**config.mk**
```make
export PLATFORM = sky130hd
export DESIGN_NAME = exc_ctrl
export DESIGN_NICKNAME = d
export VERILOG_FILES = /design/src/rtl/exc_ctrl.sv
export SDC_FILE = /design/constraint.sdc
export NUM_CORES = 1
export LEC_CHECK = 0
export CAP_MARGIN = 10
export CORE_MARGIN = 5
export CORE_UTILIZATION = 30
export DETAILED_ROUTE_END_ITERATION = 8
export PLACE_DENSITY_LB_ADDON = 0.12
export SLEW_MARGIN = 20
export SYNTH_ARGS = -nofsm -noshare
export SYNTH_HDL_FRONTEND = slang
export SYNTH_SLANG_ARGS = --single-unit
```
**constraint.sdc**
```tcl
create_clock -name clk -period 3.5 [get_ports clk]
set_input_delay 0.525 -clock clk [delete_from_list [all_inputs] [get_ports clk]]
set_output_delay 0.525 -clock clk [all_outputs]
set_load 0.05 [all_outputs]
```
**src/rtl/exc_ctrl.sv**
```systemverilog
// exc_ctrl: exception entry/return sequencer driving PC redirect, pipeline flushes and EPC/cause state
module exc_ctrl #(
  parameter logic [15:0] HANDLER_ADDR = 16'h00F0,
  parameter logic [15:0] PC_INC = 16'd2
) (
  input  logic        clk,
  input  logic        rst,
  input  logic        exc_valid,
  input  logic        exc_cause,
  input  logic [15:0] exc_pc,
  input  logic        eret,
  output logic [1:0]  pc_sel,
  output logic [15:0] pc_target,
  output logic        flush_if_id,
  output logic        flush_id_ex,
  output logic        flush_ex_mem,
  output logic [15:0] epc,
  output logic [1:0]  cause_reg,
  output logic        in_handler,
  output logic        exc_lost,
  output logic [7:0]  exc_count
);
  typedef enum logic [1:0] {IDLE, FLUSH, HANDLER, RETURN} state_t;
  state_t state_q, state_d;
  logic [15:0] epc_q;
  logic [1:0] cause_q;
  logic lost_q;
  logic [7:0] count_q;
  always_ff @(posedge clk) begin
    if (rst) state_q <= IDLE;
    else state_q <= state_d;
  end
  always_comb begin
    state_d = state_q == IDLE ? (exc_valid ? FLUSH : IDLE) :
              state_q == FLUSH ? HANDLER :
              state_q == HANDLER ? (eret ? RETURN : HANDLER) : IDLE;
  end
  always_comb begin
    pc_sel = state_q == FLUSH ? 2'b01 : state_q == RETURN ? 2'b10 : 2'b00;
    pc_target = state_q == FLUSH ? HANDLER_ADDR : state_q == RETURN ? epc_q + PC_INC : 16'h0000;
    flush_if_id = state_q == FLUSH || state_q == RETURN;
    flush_id_ex = state_q == FLUSH;
    flush_ex_mem = state_q == FLUSH && cause_q[0];
    in_handler = state_q == HANDLER;
  end
  // Only IDLE accepts an exception; anything arriving elsewhere is dropped and flagged.
  always_ff @(posedge clk) begin
    if (rst) begin
      epc_q <= '0;
      cause_q <= '0;
      lost_q <= 1'b0;
      count_q <= '0;
    end else begin
      if (state_q == IDLE && exc_valid) begin
        epc_q <= exc_pc;
        cause_q <= {1'b1, exc_cause};
        if (count_q != 8'hFF) count_q <= count_q + 8'd1;
      end
      if (state_q != IDLE && exc_valid) lost_q <= 1'b1;
      if (state_q == RETURN) cause_q[1] <= 1'b0;
    end
  end
  assign epc = epc_q;
  assign cause_reg = cause_q;
  assign exc_lost = lost_q;
  assign exc_count = count_q;
endmodule

```
==> results.tsv <==
stage	metric	value	unit
finish	diodes	0	
global_routing	grt_max_degree	24	
finish	syn_to_final_growth	54.3	%
power	vdd_drop_max	0.206	mV
synthesis	syn_inst	197	
floorplan	core_region_area	4820	µm²
clock_network	clkTransAtPathRegs	0.06	ns
critical_path	critPathArrivalTime	2.52	ns
timing	timing.hold.ws	0.465	ns
critical_path	cp-end-kind	output port	
finish	largest_reg_flops	16	
synthesis	synth_area_per_cell	7.70	µm²
timing	post-route-period-util	87.0	%
synthesis	synth_nets	224	
timing	tightestPinTransition	0.798	ns
route	dr_total_vias	1553	
synthesis	synth_area_leaders	dfxtp_1, nand2_1, a21oi_1	
synthesis	yosysSeqAreaShare	38.3	%
timing	finalSetupViolCount	0	
timing	finalCriticalPeriod	3.04	ns
critical_path	cp.required	2.97	ns
floorplan	io_pins	70	
global_routing	first_global_vias	1443	
route	dr.pass1.iters	4	
timing	fin_tns_setup	0	ns
clock_network	cts_hold_buf	0	
critical_path	critPathLaunchType	flop	
finish	layout_common_cells	clkdlybuf4s50_1, nand2_1, dfxtp_1	
floorplan	dieArea	6580	µm²
finish	multiInputGateArea	861	µm²
global_routing	overflow	0	
synthesis	yosys.area.top_type	dfxtp_1	
status	status	finished clean	
hold_path	hp-start	epc[0]	
power	p_leak	0.869	nW
finish	regArea	581	µm²
route	postRouteAntennaNets	0	
critical_path	path_class	flop to output port	
critical_path	r2r-end	exc_count[7]	
clock_network	cts_resized	0	
route	viasPerCell	4.69	
route	drc_errors	0	
hold_path	hold_path_end	epc[0]	
finish	layout-drive-gt1-share	4.55	%
clock_network	root_buffer	clkbuf_8	
synthesis	synth_warnings	0	
finish	fillers	527	
hold_path	hold_depth	2	
floorplan	fp-row-count	25	
critical_path	r2r-start	state_q[0]	
place	placed_cell_area	2250	µm²
finish	final_nets	291	
global_routing	grt_util_all_layers	13.7	%
power	power_density	358	nW/µm²
power	power	0.838	mW
hold_path	hold_path_class	flop to flop	
synthesis	yosys.area.top_type_share	38.3	%
finish	final_area	2340	µm²
critical_path	r2r_slack	1.71	ns
route	drt_iter0_drc	44	
timing	hold_viol	0	
clock_network	postCtsSetupRepairBufs	0	
timing	slew_viol_final	0	
place	numPortBuffers	69	
critical_path	r2r_cells	6	
synthesis	ys_seq_elements	29	
run	max-cap-violations	0	
clock_network	clk_latency	0.27	ns
place	finalWeightedCongestion	0.812	
global_routing	antenna_found_initial	0	
route	wl_per_cell	12.8	µm
timing	max_freq	328	MHz
clock_network	cts.path.max_buffers	2	
place	post-dp-hpwl	3200	µm
global_routing	grt_pass1_wl	6880	µm
floorplan	initial_core_util	31.5	%
clock_network	cts_made_buffers	5	
critical_path	critPathMaxFanout	9	
clock_network	htreeDepth	2	
finish	final_common_cell	clkdlybuf4s50_1	
clock_network	cts_sinks	29	
clock_network	cts_tree	yes	
route	finalWirelength	4250	µm
synthesis	synth_area	1520	µm²
floorplan	die_w	81.1	µm
timing	rsz0062_at_grt	false	
timing	skew	0.00125	ns
synthesis	yosys.cell_types.count	35	
timing	timing.slew.headroom	46.6	%
floorplan	dieHeight	81.1	µm
==> synth_stat cells, drive strengths merged <==
cell type	number
nor4	1
nor3	3
xnor2	5
a31oi	3
a21oi	21
nor2b	2
and3	2
clkbuf	6
mux2	1
nand4b	1
inv	4
nor2	18
o21bai	1
o21ai	3
a211oi	1
nand2b	1
or2	1
buf	6
and4	2
nand2	41
nand3	9
xor2	9
or3	2
o211ai	2
nor3b	1
mux2i	1
dfxtp	29
and2	6
ha	6
nand4	5
a21o	4
==> cell type report <==
cell class              count  area share [%]
clock buffers               7            3.69
inverters                   4           0.642
multi-input cells         152            36.8
flip-flops and latches     29            24.8
well taps                  67            3.58
repair buffers             72            30.5
==> routing by layer <==
layer | part of all wire (%) | vias to the layer above | wire length, µm | global-route usage (%)
li1 | - | 790 | - | -
met2 | 47 | 51 | 1980 | 22.2
met5 | 0 | - | 0 | 0
met3 | 7.6 | 4 | 325 | 5.32
met1 | 44 | 708 | 1890 | 16.6
met4 | 1.3 | 0 | 54 | 4.56
==> worst max-delay path, cell delays in order (launching register included) <==
cell	delay, ns
dfxtp_1	0.43
and4_1	0.40
nand2_1	0.10
or3_1	0.35
a21oi_1	0.15
clkdlybuf4s50_1	0.82
==> report_power, final <==
group / total (mW) / switching, mW / leakage [nW] / internal, mW
Combinational: 0.204 / 0.125 / 0.587 / 0.0784
Clock: 0.268 / 0.112 / 0.0443 / 0.155
Sequential: 0.366 / 0.0189 / 0.237 / 0.348
==> logic make-up (layout without fill, tap and decap cells) <==
group / count (synthesis) / in the layout / synth area share, %
AND/OR/NAND/NOR: 95 / 95 / 29.2
flip-flops: 29 / 29 / 38.3
XOR/XNOR: 14 / 14 / 8.09
adder cells (fa/ha/maj): 6 / 6 / 4.95
buffers and inverters: 16 / 83 / 4.95
AO/OA/AOI/OAI: 35 / 35 / 13.1
multiplexers: 2 / 2 / 1.40
==> metrics by stage <==
step           cells  utilization [%]  worst slack [ns]
2_1_floorplan    197                -             0.662
3_3_place_gp     324             46.8             0.769
3_5_place_dp     324             46.8             0.744
4_1_cts          331             48.6             0.436
5_1_grt          331             48.6             0.245
6_report         331             48.6             0.456
==> worst max-delay path by stage <==
stage | startpoint | end | slack (ns) | cells after the start
6_report | epc[3] | pc_target[14] | 0.46 | 5
3_3_place_gp | epc[3] | pc_target[14] | 0.77 | 5
3_5_place_dp | epc[3] | pc_target[14] | 0.74 | 5
4_1_cts | epc[3] | pc_target[14] | 0.44 | 5
5_1_grt | epc[3] | pc_target[15] | 0.25 | 5
2_1_floorplan | epc[7] | pc_target[15] | 0.66 | 4
Power figures use the tool's default switching activity.
==> RTL change 1: new RTL, same flow settings <==
Re-encode `state_t` (4 states) as one-hot, 4 bits wide.
--- a/src/rtl/exc_ctrl.sv
+++ b/src/rtl/exc_ctrl.sv
@@ -21,5 +21,5 @@
   output logic [7:0]  exc_count
 );
-  typedef enum logic [1:0] {IDLE, FLUSH, HANDLER, RETURN} state_t;
+  typedef enum logic [3:0] {IDLE = 4'b0001, FLUSH = 4'b0010, HANDLER = 4'b0100, RETURN = 4'b1000} state_t;
   state_t state_q, state_d;
   logic [15:0] epc_q;
Function: same outputs for any inputs over 10 cycles, from zero or initial values and one cycle with rst high; not proved beyond that.
==> RTL change 1 against the unedited design <==
  * Design area rose by 1.2%
  * Die area grew 1.4%
  * Worst setup slack better by 0.0078 ns
  * Sequential cell count up 2
  * Sequential power rose by 7.9%
  * Clock skew is 0.00087 ns higher
  * Area after synthesis is 1.7% higher
  * Clock power is 7.8% higher
  * Utilization shrank 1.6 points
  * Total power is 4.9% higher
  * Highest routed layer unchanged
  * Routed wire length rose by 3.5%
  * Largest power group unchanged
==> RTL change 1: results <==
[status]
outcome = complete, no violations

[pwr]
p_leak_nw = 0.863
seq_power_share_pct = 44.9
peakVddDrop_mv = 0.209

[global_routing]
use_met1_pct = 16.5
grt_max_degree = 23
grt_use_met2_pct = 22.9
grt_usage_pct = 13.5
grt_util_met3_pct = 3.84

[worst_hold_path]
min_to = cause_reg[0]
min_from = cause_reg[0]

[sta]
worst_pin_slew_ns = 0.706
period_share_pct = 86.8
hold_slack_ns = 0.467

[critical_path]
crit_end = pc_target[15]
cp.arrival_ns = 2.51
path_max_fanout = 6
rrSetupSlack_ns = 1.52
r2r_start = state_q[1]
crit_start = epc[1]

[routing]
met1Wirelength_um = 1970
drtIter0Drc = 54
vias_per_cell = 4.70
vias = 1562

[placement]
placed_cell_area_um2 = 2280
post-dp-hpwl_um = 3190
place_inst = 325

[logic_synthesis]
synthAdderAreaFrac_pct = 1.62
synth-xor-area-share_pct = 7.95
avgSynthCellArea_um2 = 7.86
synth_common_cells = nand2_1 (40), dfxtp_1 (31), a21oi_1 (23)

[final_layout]
final_layout_size_suffix_gt1_share_pct = 5.34
fin_nets = 285
==> RTL change 1: cell types whose count changed after synthesis, moves of 3 or more <==
cell,before,now
xnor2_1,5,1
and4_1,2,5
o21ai_0,3,7
ha_1,6,2
a21o_1,4,0
xor2_1,9,13
==> RTL change 1: kinds of logic (layout without fill, tap and decap cells) <==
family | count (synthesis) | after routing
buffers and inverters | 17 | 83
muxes | 1 | 1
and+or+nand+nor | 95 | 95
AOI/OAI and AO/OA | 36 | 36
xor gates and xnor gates | 14 | 14
adders and majority gates | 2 | 2
DFF | 31 | 31
==> RTL change 1: critical path, stage by stage, from the launching register on <==
cell and delay, ns:
dfxtp_1 0.41, ha_1 0.23, and4_1 0.32, nand4_1 0.15
xor2_1 0.16, nor2_1 0.13, clkdlybuf4s50_1 0.83
==> RTL change 1: layout make-up <==
class                      instances  area (um2)
inverter                           5        18.8
tap                               70        87.6
timing repair buffer              71         706
multi-input combinational        148         847
sequential                        31         621
clock inverter                     1        5.00
fill                             504        2680
clock buffer                       6        82.6
==> RTL change 2: new RTL, same settings <==
Without the edit above. Add an input register stage for `exc_valid`, `exc_cause`, `exc_pc` and `eret`, with the module's reset; this delays them by one clock.
--- a/src/rtl/exc_ctrl.sv
+++ b/src/rtl/exc_ctrl.sv
@@ -22,4 +22,24 @@
 );
   typedef enum logic [1:0] {IDLE, FLUSH, HANDLER, RETURN} state_t;
+
+  logic exc_valid_q;
+  logic exc_cause_q;
+  logic [15:0] exc_pc_q;
+  logic eret_q;
+
+  always_ff @(posedge clk) begin
+    if (rst) begin
+      exc_valid_q <= '0;
+      exc_cause_q <= '0;
+      exc_pc_q    <= '0;
+      eret_q      <= '0;
+    end else begin
+      exc_valid_q <= exc_valid;
+      exc_cause_q <= exc_cause;
+      exc_pc_q    <= exc_pc;
+      eret_q      <= eret;
+    end
+  end
+
   state_t state_q, state_d;
   logic [15:0] epc_q;
@@ -32,7 +52,7 @@
   end
   always_comb begin
-    state_d = state_q == IDLE ? (exc_valid ? FLUSH : IDLE) :
+    state_d = state_q == IDLE ? (exc_valid_q ? FLUSH : IDLE) :
               state_q == FLUSH ? HANDLER :
-              state_q == HANDLER ? (eret ? RETURN : HANDLER) : IDLE;
+              state_q == HANDLER ? (eret_q ? RETURN : HANDLER) : IDLE;
   end
   always_comb begin
@@ -52,10 +72,10 @@
       count_q <= '0;
     end else begin
-      if (state_q == IDLE && exc_valid) begin
-        epc_q <= exc_pc;
-        cause_q <= {1'b1, exc_cause};
+      if (state_q == IDLE && exc_valid_q) begin
+        epc_q <= exc_pc_q;
+        cause_q <= {1'b1, exc_cause_q};
         if (count_q != 8'hFF) count_q <= count_q + 8'd1;
       end
-      if (state_q != IDLE && exc_valid) lost_q <= 1'b1;
+      if (state_q != IDLE && exc_valid_q) lost_q <= 1'b1;
       if (state_q == RETURN) cause_q[1] <= 1'b0;
     end
Function: changed (Yosys sat finds a counterexample within 4 cycles, from zero or initial values and one cycle with rst high).
==> RTL change 2 against the unedited design <==
  * Design area up 23%
  * Total power up 36%
  * Worst setup slack worse by 0.014 ns
  * Area after synthesis up 32%
  * Routed wire length up 20%
  * Utilization down 3.8 points
  * Sequential cell count up 19
  * Largest cell class unchanged
  * Largest power group unchanged
==> RTL change 2: results <==
[placement]
post-dp-hpwl_um = 3680
place_congestion = 0.773

[worst_hold_path]
hold_path.class = reg2reg
min_to = epc[12]
min_from = exc_pc_q[12]

[logic_synthesis]
synth_common_cells = dfxtp_1 (48), nand2_1 (42), a21oi_1 (24)
synth_nets = 267
ys_seq_area_share_pct = 47.9
synth_area_leaders = dfxtp_1 (48%), nand2_1 (7.9%), nor2b_1 (6.2%)
synth-compound-area-share_pct = 9.91
yosys.cell_types.count = 33
synthAdderAreaFrac_pct = 3.74
synth-xor-area-share_pct = 5.67
synth.area.mux_share_pct = 0.498

[global_routing]
grt_usage_pct = 12.2
grt_max_degree = 49
grt_pass1_wl_um = 8290
first_global_vias = 1635

[final_layout]
n_fill_cell = 673
final_layout_size_suffix_gt1_share_pct = 4.22
fin_nets = 334
diodes = 0

[sta]
skew_ns = 0.00576
worst_pin_slew_ns = 0.869

[routing]
wirelength_um = 5120
drtIter0Drc = 40
vias_per_cell = 4.61

[critical_path]
crit_start = epc[1]
rrSetupSlack_ns = 1.49
crit_family = buffers and inverters
path_max_fanout = 6
crit_end = pc_target[15]
cp.arrival_ns = 2.53
timing.rr.end = exc_count[5]

[clocking]
path_clk_slew_ns = 0.09
clock_latency_ns = 0.30
cts_made_buffers = 5

[pwr]
p_leak_nw = 1.02
peakVddDrop_mv = 0.196

[status]
outcome = complete, no violations
==> RTL change 2: routing by layer <==
layer | wire, um | global-route usage (%)
met5 | 0 | 0
met4 | 52 | 4.08
met2 | 2350 | 19.8
met1 | 2450 | 15.7
met3 | 270 | 3.36
==> RTL change 2: cell type report <==
cell class,count,area share [%]
clock inverters,2,1.35
multi-input cells,175,34.0
inverters,7,0.913
well taps,77,3.35
flip-flops and latches,48,33.4
clock buffers,6,2.87
repair buffers,70,24.1
==> RTL change 2: report_power, final <==
group	internal, W	switching [W]
clock network	0.000234	0.000188
registers	0.000567	0.0000146
logic	0.0000562	0.0000802
==> RTL change 2: stage by stage <==
step                utilization (%)  worst slack (ns)  hold slack [ns]  std cells  instance area (um2)
floorplan                         -             0.642            0.417        240                 2010
global placement               42.9             0.826            0.423        377                 2760
detailed placement             42.9             0.782            0.427        377                 2760
CTS                            44.8             0.441            0.441        385                 2880
global route                   44.8             0.319            0.455        385                 2880
finish                         44.8             0.442            0.439        385                 2880
